### config.mk
export PLATFORM = sky130hd
export DESIGN_NAME = hadamard4_seq_ctrl
export DESIGN_NICKNAME = d
export VERILOG_FILES = /design/src/rtl/hadamard4_seq_ctrl.sv
export SDC_FILE = /design/constraint.sdc
export NUM_CORES = 1
export LEC_CHECK = 0
export CAP_MARGIN = 20
export CORE_ASPECT_RATIO = 0.6
export CORE_MARGIN = 2
export CORE_UTILIZATION = 44
export DETAILED_ROUTE_END_ITERATION = 7
export PLACE_DENSITY = 0.86
export SLEW_MARGIN = 25
export SYNTH_ARGS = -nofsm -noshare
export SYNTH_HDL_FRONTEND = slang
export SYNTH_SLANG_ARGS = --single-unit
### constraint.sdc
create_clock -name clk -period 6.1 [get_ports clk]
set_clock_uncertainty 0.05 [all_clocks]
set_input_delay 0.915 -clock clk [delete_from_list [all_inputs] [get_ports clk]]
set_output_delay 0.915 -clock clk [all_outputs]
set_load 0.005 [all_outputs]
### src/rtl/hadamard4_seq_ctrl.sv
// hadamard4_seq_ctrl
// Frame sequencer for the 4-point systolic Hadamard array. It accepts one
// 4-sample vector and holds it on arr_x*. It then raises arr_start for LAT
// cycles, captures arr_y* on the LAT-th edge and offers the result on a
// valid/ready output port.
// Optional feature: define HADAMARD_SEQ_FRAME_CNT_EN to add frame_cnt[15:0],
// which counts completed output transfers.
//
// Handshake: a transfer happens on a rising clk edge where valid and ready are
// both high. A source holds valid and its data until that edge. The input side
// offers ready combinationally, and in the DONE state it does so only while the
// consumer is taking the result, which lets a new frame start with no bubble.

module hadamard4_seq_ctrl #(
    parameter int W   = 9,
    parameter int LAT = 8,
    parameter int CW  = 4
) (
    input  logic         clk,
    input  logic         rst,
    input  logic         flush,
    input  logic         in_valid,
    output logic         in_ready,
    input  logic [W-1:0] in_x0,
    input  logic [W-1:0] in_x1,
    input  logic [W-1:0] in_x2,
    input  logic [W-1:0] in_x3,
    output logic         arr_start,
    output logic [W-1:0] arr_x0,
    output logic [W-1:0] arr_x1,
    output logic [W-1:0] arr_x2,
    output logic [W-1:0] arr_x3,
    input  logic [W-1:0] arr_y0,
    input  logic [W-1:0] arr_y1,
    input  logic [W-1:0] arr_y2,
    input  logic [W-1:0] arr_y3,
    output logic         out_valid,
    input  logic         out_ready,
    output logic [W-1:0] out_y0,
    output logic [W-1:0] out_y1,
    output logic [W-1:0] out_y2,
    output logic [W-1:0] out_y3,
    output logic         busy,
`ifdef HADAMARD_SEQ_FRAME_CNT_EN
    output logic [15:0]  frame_cnt,
`endif
    output logic [1:0]   state_dbg
);

    typedef enum logic [1:0] {
        S_IDLE = 2'd0,
        S_RUN  = 2'd1,
        S_DONE = 2'd2
    } state_t;

    // Counter value in the last RUN cycle; the capture happens on the edge that ends it.
    localparam logic [CW-1:0] CNT_LAST = CW'(LAT - 1);

    state_t        state;
    logic [CW-1:0] cnt;
    logic          accept;

    // Ready while idle, or in DONE while the result leaves; never during flush or reset.
    assign in_ready  = ~rst & ~flush &
                       ((state == S_IDLE) | ((state == S_DONE) & out_ready));
    assign accept    = in_valid & in_ready;
    assign state_dbg = state;

    // Sequencer FSM: load vector, run the array for LAT cycles, hold result until taken.
    always_ff @(posedge clk or posedge rst) begin
        if (rst) begin
            state     <= S_IDLE;
            cnt       <= '0;
            arr_start <= 1'b0;
            busy      <= 1'b0;
            out_valid <= 1'b0;
            arr_x0    <= '0;
            arr_x1    <= '0;
            arr_x2    <= '0;
            arr_x3    <= '0;
            out_y0    <= '0;
            out_y1    <= '0;
            out_y2    <= '0;
            out_y3    <= '0;
        end else if (flush) begin
            // Abort: drop any in-flight or captured frame, keep arr_x* and cnt.
            state     <= S_IDLE;
            arr_start <= 1'b0;
            busy      <= 1'b0;
            out_valid <= 1'b0;
        end else begin
            case (state)
                S_IDLE: begin
                    if (accept) begin
                        arr_x0    <= in_x0;
                        arr_x1    <= in_x1;
                        arr_x2    <= in_x2;
                        arr_x3    <= in_x3;
                        cnt       <= '0;
                        state     <= S_RUN;
                        arr_start <= 1'b1;
                        busy      <= 1'b1;
                    end
                end
                S_RUN: begin
                    cnt <= cnt + 1'b1;
                    if (cnt == CNT_LAST) begin
                        out_y0    <= arr_y0;
                        out_y1    <= arr_y1;
                        out_y2    <= arr_y2;
                        out_y3    <= arr_y3;
                        state     <= S_DONE;
                        arr_start <= 1'b0;
                        out_valid <= 1'b1;
                    end
                end
                S_DONE: begin
                    if (out_ready) begin
                        out_valid <= 1'b0;
                        if (accept) begin
                            // Back-to-back: the next vector loads as the result leaves.
                            arr_x0    <= in_x0;
                            arr_x1    <= in_x1;
                            arr_x2    <= in_x2;
                            arr_x3    <= in_x3;
                            cnt       <= '0;
                            state     <= S_RUN;
                            arr_start <= 1'b1;
                        end else begin
                            state <= S_IDLE;
                            busy  <= 1'b0;
                        end
                    end
                end
                default: begin
                    state     <= S_IDLE;
                    arr_start <= 1'b0;
                    busy      <= 1'b0;
                    out_valid <= 1'b0;
                end
            endcase
        end
    end

`ifdef HADAMARD_SEQ_FRAME_CNT_EN
    // Count completed output transfers; a flush cycle never counts.
    always_ff @(posedge clk or posedge rst) begin
        if (rst) begin
            frame_cnt <= '0;
        end else if (!flush && out_valid && out_ready) begin
            frame_cnt <= frame_cnt + 16'd1;
        end
    end
`endif

endmodule

======== Word level (Yosys, flattened, before mapping) ========
Index checks and enable logic that the tools add are counted.
word-level totals
  register bits after elaboration ......... 81
  bits of input ports ..................... 77
  output and inout bits ................... 78
  logic and storage cells ................. 76
operators by class
  add/sub/neg operators ................... 1
  equal/unequal tests ..................... 10
  muxes and demuxes ....................... 35
  bitwise operators ....................... 7
  reduce and logical (&&, ||, !) cells .... 10
operator list
  operator             count
  $mux 9               8
  $pmux 9 s2           4
  $reduce_and 3->1     5
  $mux 1               12
  $ne 3x3->1 const B   4
  $pmux 4 s3           1
  $pmux 1 s3           3
  $mux 2               4
  $mux 4               2
  $ne 2x2->1 const B   3
  $pmux 2 s3           1
  $add 4x1->4 const B  1
  $and 1x1->1          4
  $eq 4x3->1 const B   1
  $reduce_and 4->1     1
  $reduce_bool 3->1    1
  $eq 2x1->1 const B   1
  $eq 2x2->1 const B   1
  $logic_not 2->1      1
  $not 1->1            2
  $reduce_and 2->1     1
  $reduce_bool 2->1    1
  $or 1x1->1           1

======== Longest topological paths before layout ========
  depth in word-level cells ............... 9
  gate-level depth with buffers ........... 6
  gate-level depth less buffers ........... 4

======== Worst setup path before layout ========
No wires, ideal clock.
  path kind ............................... input to output
  start point ............................. input port rst
  end point ............................... output port in_ready
  arrival ................................. 2.986 ns
  required time ........................... 5.135 ns
  path slack .............................. 2.149 ns
  stages on the path ...................... 2
  buffers on the path ..................... 0
  cell sequence ........................... inv_1 and3_1
between the ends
  word-level cells in the longest chain between the ends .. 3
ends and longest elaborated chain
  element                    RTL line  source
  start: declaration         20        input logic rst,
  $not 1->1                  64        assign in_ready = ~rst & ~flush &
  $and 1x1->1 (2 in series)  64
  end: declaration           23        output logic in_ready,
No other way between the ends.

======== Worst setup path after layout ========
  start point ............................. input port flush
  end point ............................... output port in_ready
between the ends
  word-level cells in the longest chain between the ends .. 3
ends and longest elaborated chain
  element                    RTL line  source
  start: declaration         21        input logic flush,
  $not 1->1 (no line)        --
  $and 1x1->1 (2 in series)  64
No other way between the ends.

==> results.yml <==
power:
  cellPowerDensity_mw_per_mm2: 281
  ir_drop_uv: 198
  power_leakage_nw: 2.22
  power.total_mw: 1.42
job:
  maxCapViolCount: 0
outcome:
  status: "finished, final reports clean"
floorplanning:
  die_h_um: 69.9
  dieArea_mm2: 0.00796
  pin_count: 155
  die_w_um: 114
  row_count: 23
  start_util_pct: 46.5
  core_mm2: 0.00685
global_route:
  overflow: 0
  grt_first_pass_wirelength_mm: 12.5
  antenna_found_initial: 0
  grt_max_degree: 82
  grt_util_all_layers_pct: 20.7
  grt_pass1_vias: 2441
layout:
  n_fill_cell: 466
  fin_util_pct: 73.5
  final_cells: 449
  syn_to_final_growth_pct: 58.1
  layout.nets: 439
  fin_area_mm2: 0.00504
  final_cell_mix: "154 x clkdlybuf4s50_1, 81 x dfrtp_1, 73 x mux2_2"
  n_antenna_cell: 0
  final-seq-area_mm2: 0.00203
  layout-drive-gt1-share_pct: 25.7
  final_common_cell: "clkdlybuf4s50_1"
  multiInputGateArea_mm2: 0.00109
clock_network:
  cts_inserted_buffers: 9
  htree_num_levels: 3
  insertion_delay_ns: 0.33
  clk_pin_slew_ns: 0.05
  ctsResizeCount: 0
  cts_buffer_depth: 2
  numClockSinks: 81
  cts_root_buf: "clkbuf_16"
  cts_tree: "built"
  post-cts-setup-buffer-count: 0
  hold_buffers: 0
setup_path:
  critical_path_class: "input pin to output port"
  crit_end: "in_ready"
  worstPathCellList: "clkdlybuf4s50_1 -> nor2_1 -> and3_1 -> clkdlybuf4s50_1"
  worstRegToRegCells: 3
  critical_path_required_ns: 5.13
  startpoint: "flush"
  cp_slowest_cell: "clkdlybuf4s50_1"
  arrival_ns: 2.50
  r2r_end: "arr_x0[3]$_DFFE_PP0P_"
  end_kind: "output port"
  slowest_delay_ns: 0.55
  path_max_fanout: 9
  crit_path_start_kind: "input pin"
  ff2ff_setup_slack_ns: 3.75
  r2r_start: "state_dbg[0]$_DFFE_PP0P_"
  cp_common_cell: "clkdlybuf4s50_1"
sta:
  relSlewSlack_pct: 35.2
  final.min_clock_period_ns: 3.46
  fin_crit_sh_pct: 56.7
  finalSetupViolations: 0
  tns_ns: 0
  whs_ns: 0.453
  finalWorstSetupSlack_ns: 2.64
  hold_viol_final: 0
  rsz0062_at_grt: "no"
  tightest_slew_ns: 0.970
  fmaxAchievable_ghz: 0.289
  maxSlewViolCount: 0
routing:
  num_vias: 2276
  wl_met2_mm: 3.56
  drt_wl_total_mm: 7.81
  drc_errors: 0
  dr.max_layer_used: "met4"
  drtPass1Iterations: 4
  drtIter0Drc: 85
  avgRoutedWirePerCell_um: 17.4
  drtAntennaViolNets: 0
  vias_per_cell: 5.07
  drt-met1-wl_mm: 3.27
  wl_met3_um: 878
yosys:
  ys_seq_area_share_pct: 63.6
  synth_cell_type_count: 28
  yosysWarnings: 0
  synth_edf_count: 0
  netlist_instances: 204
  synth_nets: 282
  synthFlopType: "dfrtp_1"
  ys_seq_elements: 81
  syn_area_per_cell_um2: 15.6
  netlist_area_mm2: 0.00319
  synthArstFlopShare_pct: 100
place:
  io_buffers: 154
  placedCellCount: 437
  dp_worst_setup_slack_ns: 2.66
  placed_area_mm2: 0.00479
  hpwl_mm: 5.64
  gp_congestion: 0.796
hold_path:
  hp-class: "flop to flop"
## area by class of cell
class | instances | share of cell area [%]
flip-flops and latches | 81 | 40.2
repair buffers | 156 | 31.0
multi-input cells | 109 | 21.6
clock buffers | 10 | 4.55
well taps | 87 | 2.16
inverters | 4 | 0.323
clock inverters | 2 | 0.199
## worst min-delay path by stage
stage | to | start | slack [ns] | cells past startpoint
final | out_y1[1]$_DFFE_PP0P_ | out_y1[1]$_DFFE_PP0P_ | 0.45 | 1
after global routing | arr_x1[5]$_DFFE_PP0P_ | arr_x1[5]$_DFFE_PP0P_ | 0.46 | 1
after CTS | arr_x0[8]$_DFFE_PP0P_ | arr_x0[8]$_DFFE_PP0P_ | 0.46 | 1
after detailed placement | arr_x0[8]$_DFFE_PP0P_ | arr_x0[8]$_DFFE_PP0P_ | 0.44 | 1
after global placement | arr_x0[3]$_DFFE_PP0P_ | arr_x0[3]$_DFFE_PP0P_ | 0.44 | 1
after floorplan | arr_x0[0]$_DFFE_PP0P_ | arr_x0[0]$_DFFE_PP0P_ | 0.45 | 1
## cells in the mapped netlist (3+ instances only)
master / instances / share of area, %
buf_6: 3 / 1.1
a21oi_1: 3 / 0.47
dfrtp_1: 81 / 64
buf_1: 4 / 0.47
mux2_2: 73 / 26
nor2_1: 5 / 0.59
nand2b_1: 3 / 0.59
inv_1: 4 / 0.47
## critical path: cells and delay by family
| kind | cells | cell delay, ns |
|---|---|---|
| buffers and inverters | 2 | 1.05 |
| and+or+nand+nor | 2 | 0.53 |
## kinds of logic after synthesis
group,share of synthesized area (%)
AND/OR/NAND/NOR,4.79
multiplexers,25.8
buffers and inverters,2.47
adder cells (fa/ha/maj),0.393
flip-flops,63.6
AO/OA/AOI/OAI,2.94
## state kept, by name (all words and copies together), names as in the netlist, 2 cells and up
name and count:
out_y1 9, out_y2 9, arr_x0 9, out_y0 9
arr_x3 9, arr_x1 9, state_dbg 2, arr_x2 9
out_y3 9, cnt 4
## routing by layer
| layer | up-vias | global-route usage [%] |
|---|---|---|
| met1 | 1123 | 24.6 |
| met4 | 0 | 7.32 |
| met3 | 14 | 11.1 |
| met2 | 103 | 32.3 |
| met5 | - | 0 |
| li1 | 1036 | - |
## where the power goes
part           leakage [nW]  total [mW]  internal, mW  switching (mW)
clock network         0.120       0.451         0.264           0.187
registers              1.05       0.660         0.612          0.0478
logic                  1.06       0.305         0.217          0.0880
Power figures use the tool's default switching activity.
==> variant 1: new RTL, same settings <==
Set the parameter `CW` to 3 (it was 4).
--- a/src/rtl/hadamard4_seq_ctrl.sv
+++ b/src/rtl/hadamard4_seq_ctrl.sv
@@ -14,7 +14,7 @@
 module hadamard4_seq_ctrl #(
     parameter int W   = 9,
     parameter int LAT = 8,
-    parameter int CW  = 4
+    parameter int CW  = 3
 ) (
     input  logic         clk,
     input  logic         rst,
Formal check against the unedited RTL: same outputs for any inputs over 10 cycles, from zero or initial values and one cycle with rst high; that may be too few to reach the edited logic, so the function may still have changed.
==> variant 1 against the original RTL <==
  * Sequential cell count decreased by 1
  * Global-route usage decreased by 0.57 points
  * Count of clock-buffer cells in the layout increased by 3
  * Wire length decreased by 4.4%
  * Non-clock buffer count unchanged
  * Sequential share of layout area decreased by 0.78 points
  * Synthesized area decreased by 0.90%
  * Die area decreased by 0.86%
  * Design area increased by 0.72%
  * Worst setup slack got worse by 81 ps
  * Highest routed layer unchanged
Power is not compared: it rests on default switching activity, and its combinational part moved more than twofold at a synthesized area within 25%.
==> variant 1: results (changes against the original RTL) <==
Setup WS pre-CTS: 2520 ps (-139 ps)
detailed placement HPWL: 5500 um (-2.6%)
CP max FO: 13 (+4)
gr usage total: 20.2% (-0.57 points)
crit path to: in_ready
cts hold-fix bufs: 0 (unchanged)
FF-to-FF path depth: 4 (+1)
Post-Route WL: 7470 um (-4.4%)
Max VDD drop: 0.232 mV
layout cells sized above 1: 26.5% (+0.77 points)
RR Endpoint: arr_x3[1]
global routing usage on met1: 24.8% (+0.17 points)
outcome: complete, no violations
Synth area leaders: dfrtp_1 (63%), mux2_2 (24%), mux2_4 (3.3%)
fin crit period: 3540 ps (+80.7 ps)
DR WL/cell: 16.7 um (-3.8%)
Worst-path clk slew: 50 ps (about the same)
met2 Resource Use GR: 30.8% (-1.5 points)
GR Util met3: 10.2% (-0.88 points)
post-cts sizing count: 0 (unchanged)
Synth Net Count: 275 (-2.5%)
Fill cells: 472 (+1.3%)
Final #Nets: 433 (-1.4%)
signal arrival time at the worst endpoint: 2580 ps (+80 ps)
gate count after technology mapping: 196 (-3.9%)
DRT iter0 DRCs: 79 (-7.1%)
CTS Buffer Depth: 2 (unchanged)
first-pass GRT wire length: 12100 um (-2.8%)
DR vias/cell: 4.93 (-2.8%)
Placed Area: 0.00477 mm^2 (-0.44%)
vias in the first global route: 2310 (-5.4%)
r2r setup slk: 3670 ps (-80 ps)
Net Sw Frac: 23.2%
largest net degree at the start of global routing: 72 (-12%)
initial antenna violation count: 0 (unchanged)
synth unique cells: 29 (+3.6%)
static leakage: 2.12 nW
largest area contributor in the netlist: dfrtp_1
Hold Path Class: reg2reg
CP startpoint: flush
r2r startpoint: state_dbg[0]
top post-synthesis cells by count: dfrtp_1 (80), mux2_2 (66), mux2_4 (7)
post-synthesis sequential area ratio: 63.4% (-0.21 points)
gpl congestion: 0.834 (+4.9%)
slew margin rel.: 33.2% (-2.1 points)
## variant 1: cell type report
cell class	instances	area (um^2)	share of cell area, %
sequential	80	2000	39.5
timing repair buffer	156	1580	31.1
multi-input combinational	105	1080	21.2
clock buffer	13	260	5.13
tap	87	109	2.15
clock inverter	3	40.0	0.789
inverter	2	8.76	0.173
## variant 1: power groups by stage
stage,Combinational (mW),Clock (mW),Sequential (mW)
after floorplan,0.187,0,0.809
after CTS,0.641,0.545,0.793
final,0.631,0.530,0.791
after global routing,0.675,0.571,0.817
after detailed placement,0.637,0,0.800
after global placement,0.621,0,0.791
## variant 1: worst min-delay path by stage
| stage | startpoint | to | slack (ps) | cells after the start |
|---|---|---|---|---|
| global placement | out_y0[0] | out_y0[0] | 440 | 1 |
| floorplan | arr_x0[7] | arr_x0[7] | 460 | 1 |
| CTS | out_y3[3] | out_y3[3] | 460 | 1 |
| global route | out_y0[1] | out_y0[1] | 470 | 1 |
| finish | out_y2[1] | out_y2[1] | 450 | 1 |
| detailed placement | arr_x3[2] | arr_x3[2] | 440 | 1 |
## variant 1: cells by family (layout without fill, tap and decap cells)
kind of cell    Yosys count  count (layout)  synth area share [%]
mux                      73              73                  26.9
buf+inv                  11             174                  2.65
flops                    80              80                  63.4
simple gates             18              18                  3.84
fa+ha+maj                 2               2                 0.792
compound gates           12              12                  2.46
## variant 1: stage by stage
stage | hold slack [ps] | power [mW]
after floorplan | 455 | 0.996
after global placement | 438 | 1.41
final | 452 | 1.95
after global routing | 468 | 2.06
after detailed placement | 445 | 1.44
after CTS | 458 | 1.98
## variant 1: per-layer routing
layer	vias up	part of all wire (%)	wire length [um]
met5	-	0	0
met4	0	1.6	121
met3	12	11	804
met2	104	45	3360
met1	1068	43	3180
li1	1014	-	-
## variant 1: critical path, cell delays in order
cell and delay [ps]:
clkdlybuf4s50_1 640, nor4_1 440, clkdlybuf4s50_1 570
==> variant 2: new RTL, config.mk and constraints unchanged <==
Without the edit above. Register the output `state_dbg` once more; this adds one clock of latency there. The other outputs are not delayed to match.
--- a/src/rtl/hadamard4_seq_ctrl.sv
+++ b/src/rtl/hadamard4_seq_ctrl.sv
@@ -64,7 +64,9 @@
     assign in_ready  = ~rst & ~flush &
                        ((state == S_IDLE) | ((state == S_DONE) & out_ready));
     assign accept    = in_valid & in_ready;
-    assign state_dbg = state;
+    always_ff @(posedge clk) begin
+        state_dbg <= state;
+    end
 
     // Sequencer FSM: load vector, run the array for LAT cycles, hold result until taken.
     always_ff @(posedge clk or posedge rst) begin
Check against the original RTL: not equivalent (Yosys sat finds a counterexample within 4 cycles, from zero or initial values and one cycle with rst high).
==> variant 2 against the original RTL <==
  * Sequential share of layout area decreased by 0.28 points
  * Cell count increased by 2.0%
  * Maximum frequency increased by 0.46%
  * Worst setup slack improved by 16 ps
  * Total power increased by 6.6%
  * Non-clock buffer count increased by 1
  * Wire length decreased by 6.1%
  * Core utilization decreased by 1.5 points
  * Design area increased by 2.7%
  * Synthesized area increased by 1.3%
  * Sequential cell count increased by 2
  * Critical endpoint unchanged
  * Largest power group unchanged
  * Highest routed layer unchanged
==> variant 2: results (changes against the original RTL) <==
signal arrival time at the worst endpoint: 2480 ps (-20 ps)
most used flip-flop cell after synthesis: dfrtp_1
router iterations before antenna repair: 4 (unchanged)
initial antenna violation count: 0 (unchanged)
Hold Startpoint: arr_x2[0]
ys async rst share: 97.6% (-2.4 points)
gpl congestion: 0.824 (+3.6%)
detailed placement HPWL: 5180 um (-8.2%)
synth unique cells: 29 (+3.6%)
vias in the first global route: 2408 (-1.4%)
Fill cells: 469 (+0.64%)
peak per-stage delay on the critical path: 540 ps
number of post-CTS setup repair buffers: 0 (unchanged)
CTS Buffer Depth: 2 (unchanged)
gr usage total: 19.7% (-1.0 points)
top post-synthesis cells by count: dfrtp_1 (81), mux2_2 (73), nor2_1 (5)
Synth area leaders: dfrtp_1 (63%), mux2_2 (25%), dfxtp_1 (1.2%)
worst slew pin tran: 739 ps (-231 ps)
clock root buffer master: clkbuf_16
Synth warnings: 0 (unchanged)
clock latency on the worst-skew pair: 320 ps
hold_ws: 451 ps (-1.67 ps)
Post-Route WL: 7330 um (-6.1%)
static leakage: 2.28 nW (+2.7%)
Final #Nets: 442 (+0.68%)
post-synthesis sequential area ratio: 64.1% (+0.45 points)
# port buffers: 154 (unchanged)
largest net degree at the start of global routing: 82 (unchanged)
total clock buffers created by CTS: 9 (unchanged)
Finished Layout Cells: 458 (+2.0%)
vias post-DR: 2234 (-1.8%)
outcome: complete, no violations
Antenna diodes: 0 (unchanged)
crit path max-delay cell type: clkdlybuf4s50_1
CP startpoint: flush
synthesized area per cell: 15.7 um^2 (+0.27%)
DRT iter0 DRCs: 86 (+1.2%)
CP max FO: 9 (unchanged)
r2r setup slk: 3840 ps (+90 ps)
FF-to-FF path depth: 4 (+1)
Max VDD drop: 0.191 mV (-3.6%)
first-pass GRT wire length: 12100 um (-3.3%)
hold-critical path endpoint: arr_x2[0]
Hold Path Class: reg2reg
Synth Net Count: 284 (+0.71%)
RR Endpoint: out_y3[0]
Worst-path clk slew: 60 ps
layout cells sized above 1: 26.4% (+0.74 points)
r2r startpoint: state[0]
Max H-tree Level: 3 (unchanged)
post-cts sizing count: 0 (unchanged)
Hold Path Stages: 1 (unchanged)
-- variant 2: critical path, delay by kind of cell --
| kind | cells | cell delay [ps] |
|---|---|---|
| simple gates | 2 | 510 |
| buf+inv | 2 | 1040 |
-- variant 2: logic make-up after synthesis --
family | Yosys count | synth area share (%)
fa+ha+maj | 1 | 0.388
buf+inv | 14 | 2.44
compound gates | 12 | 2.91
flops | 83 | 64.1
mux | 73 | 25.5
simple gates | 23 | 4.73
-- variant 2: how the worst max path moves through the flow --
stage / to / slack (ps) / cells after the start
floorplan: in_ready / 2150 / 2
global placement: in_ready / 2740 / 4
detailed placement: in_ready / 2680 / 4
CTS: in_ready / 2680 / 4
global route: in_ready / 2610 / 4
finish: in_ready / 2660 / 4
-- variant 2: report_power, final --
part	leakage, nW	internal (mW)	switching (mW)	total (mW)
registers	1.06	0.626	0.0463	0.672
logic	1.07	0.217	0.0851	0.302
clock network	0.151	0.345	0.190	0.535
-- variant 2: layout make-up --
type | count | share of cell area, %
Tap cell | 91 | 2.20
Clock inverter | 2 | 0.677
Clock buffer | 12 | 5.15
Sequential cell | 83 | 40.0
Inverter | 4 | 0.314
Multi-Input combinational cell | 109 | 21.0
Timing Repair Buffer | 157 | 30.7
-- variant 2: per-stage QoR --
| step | setup WS (ps) | area, um^2 | total power [mW] |
|---|---|---|---|
| final | 2660 | 5170 | 1.51 |
| after global routing | 2610 | 5170 | 1.59 |
| after CTS | 2680 | 5140 | 1.53 |
| after detailed placement | 2680 | 4840 | 0.985 |
| after global placement | 2740 | 4840 | 0.974 |
| after floorplan | 2150 | 3230 | 0.780 |
-- variant 2: metal layers --
layer  wire length [um]  global-route usage (%)  up-vias
li1                   -                       -     1052
met2               3270                    30.0       91
met5                  0                       0        -
met1               3320                    25.1     1084
met4                 61                    4.47        0
met3                682                    10.2        7
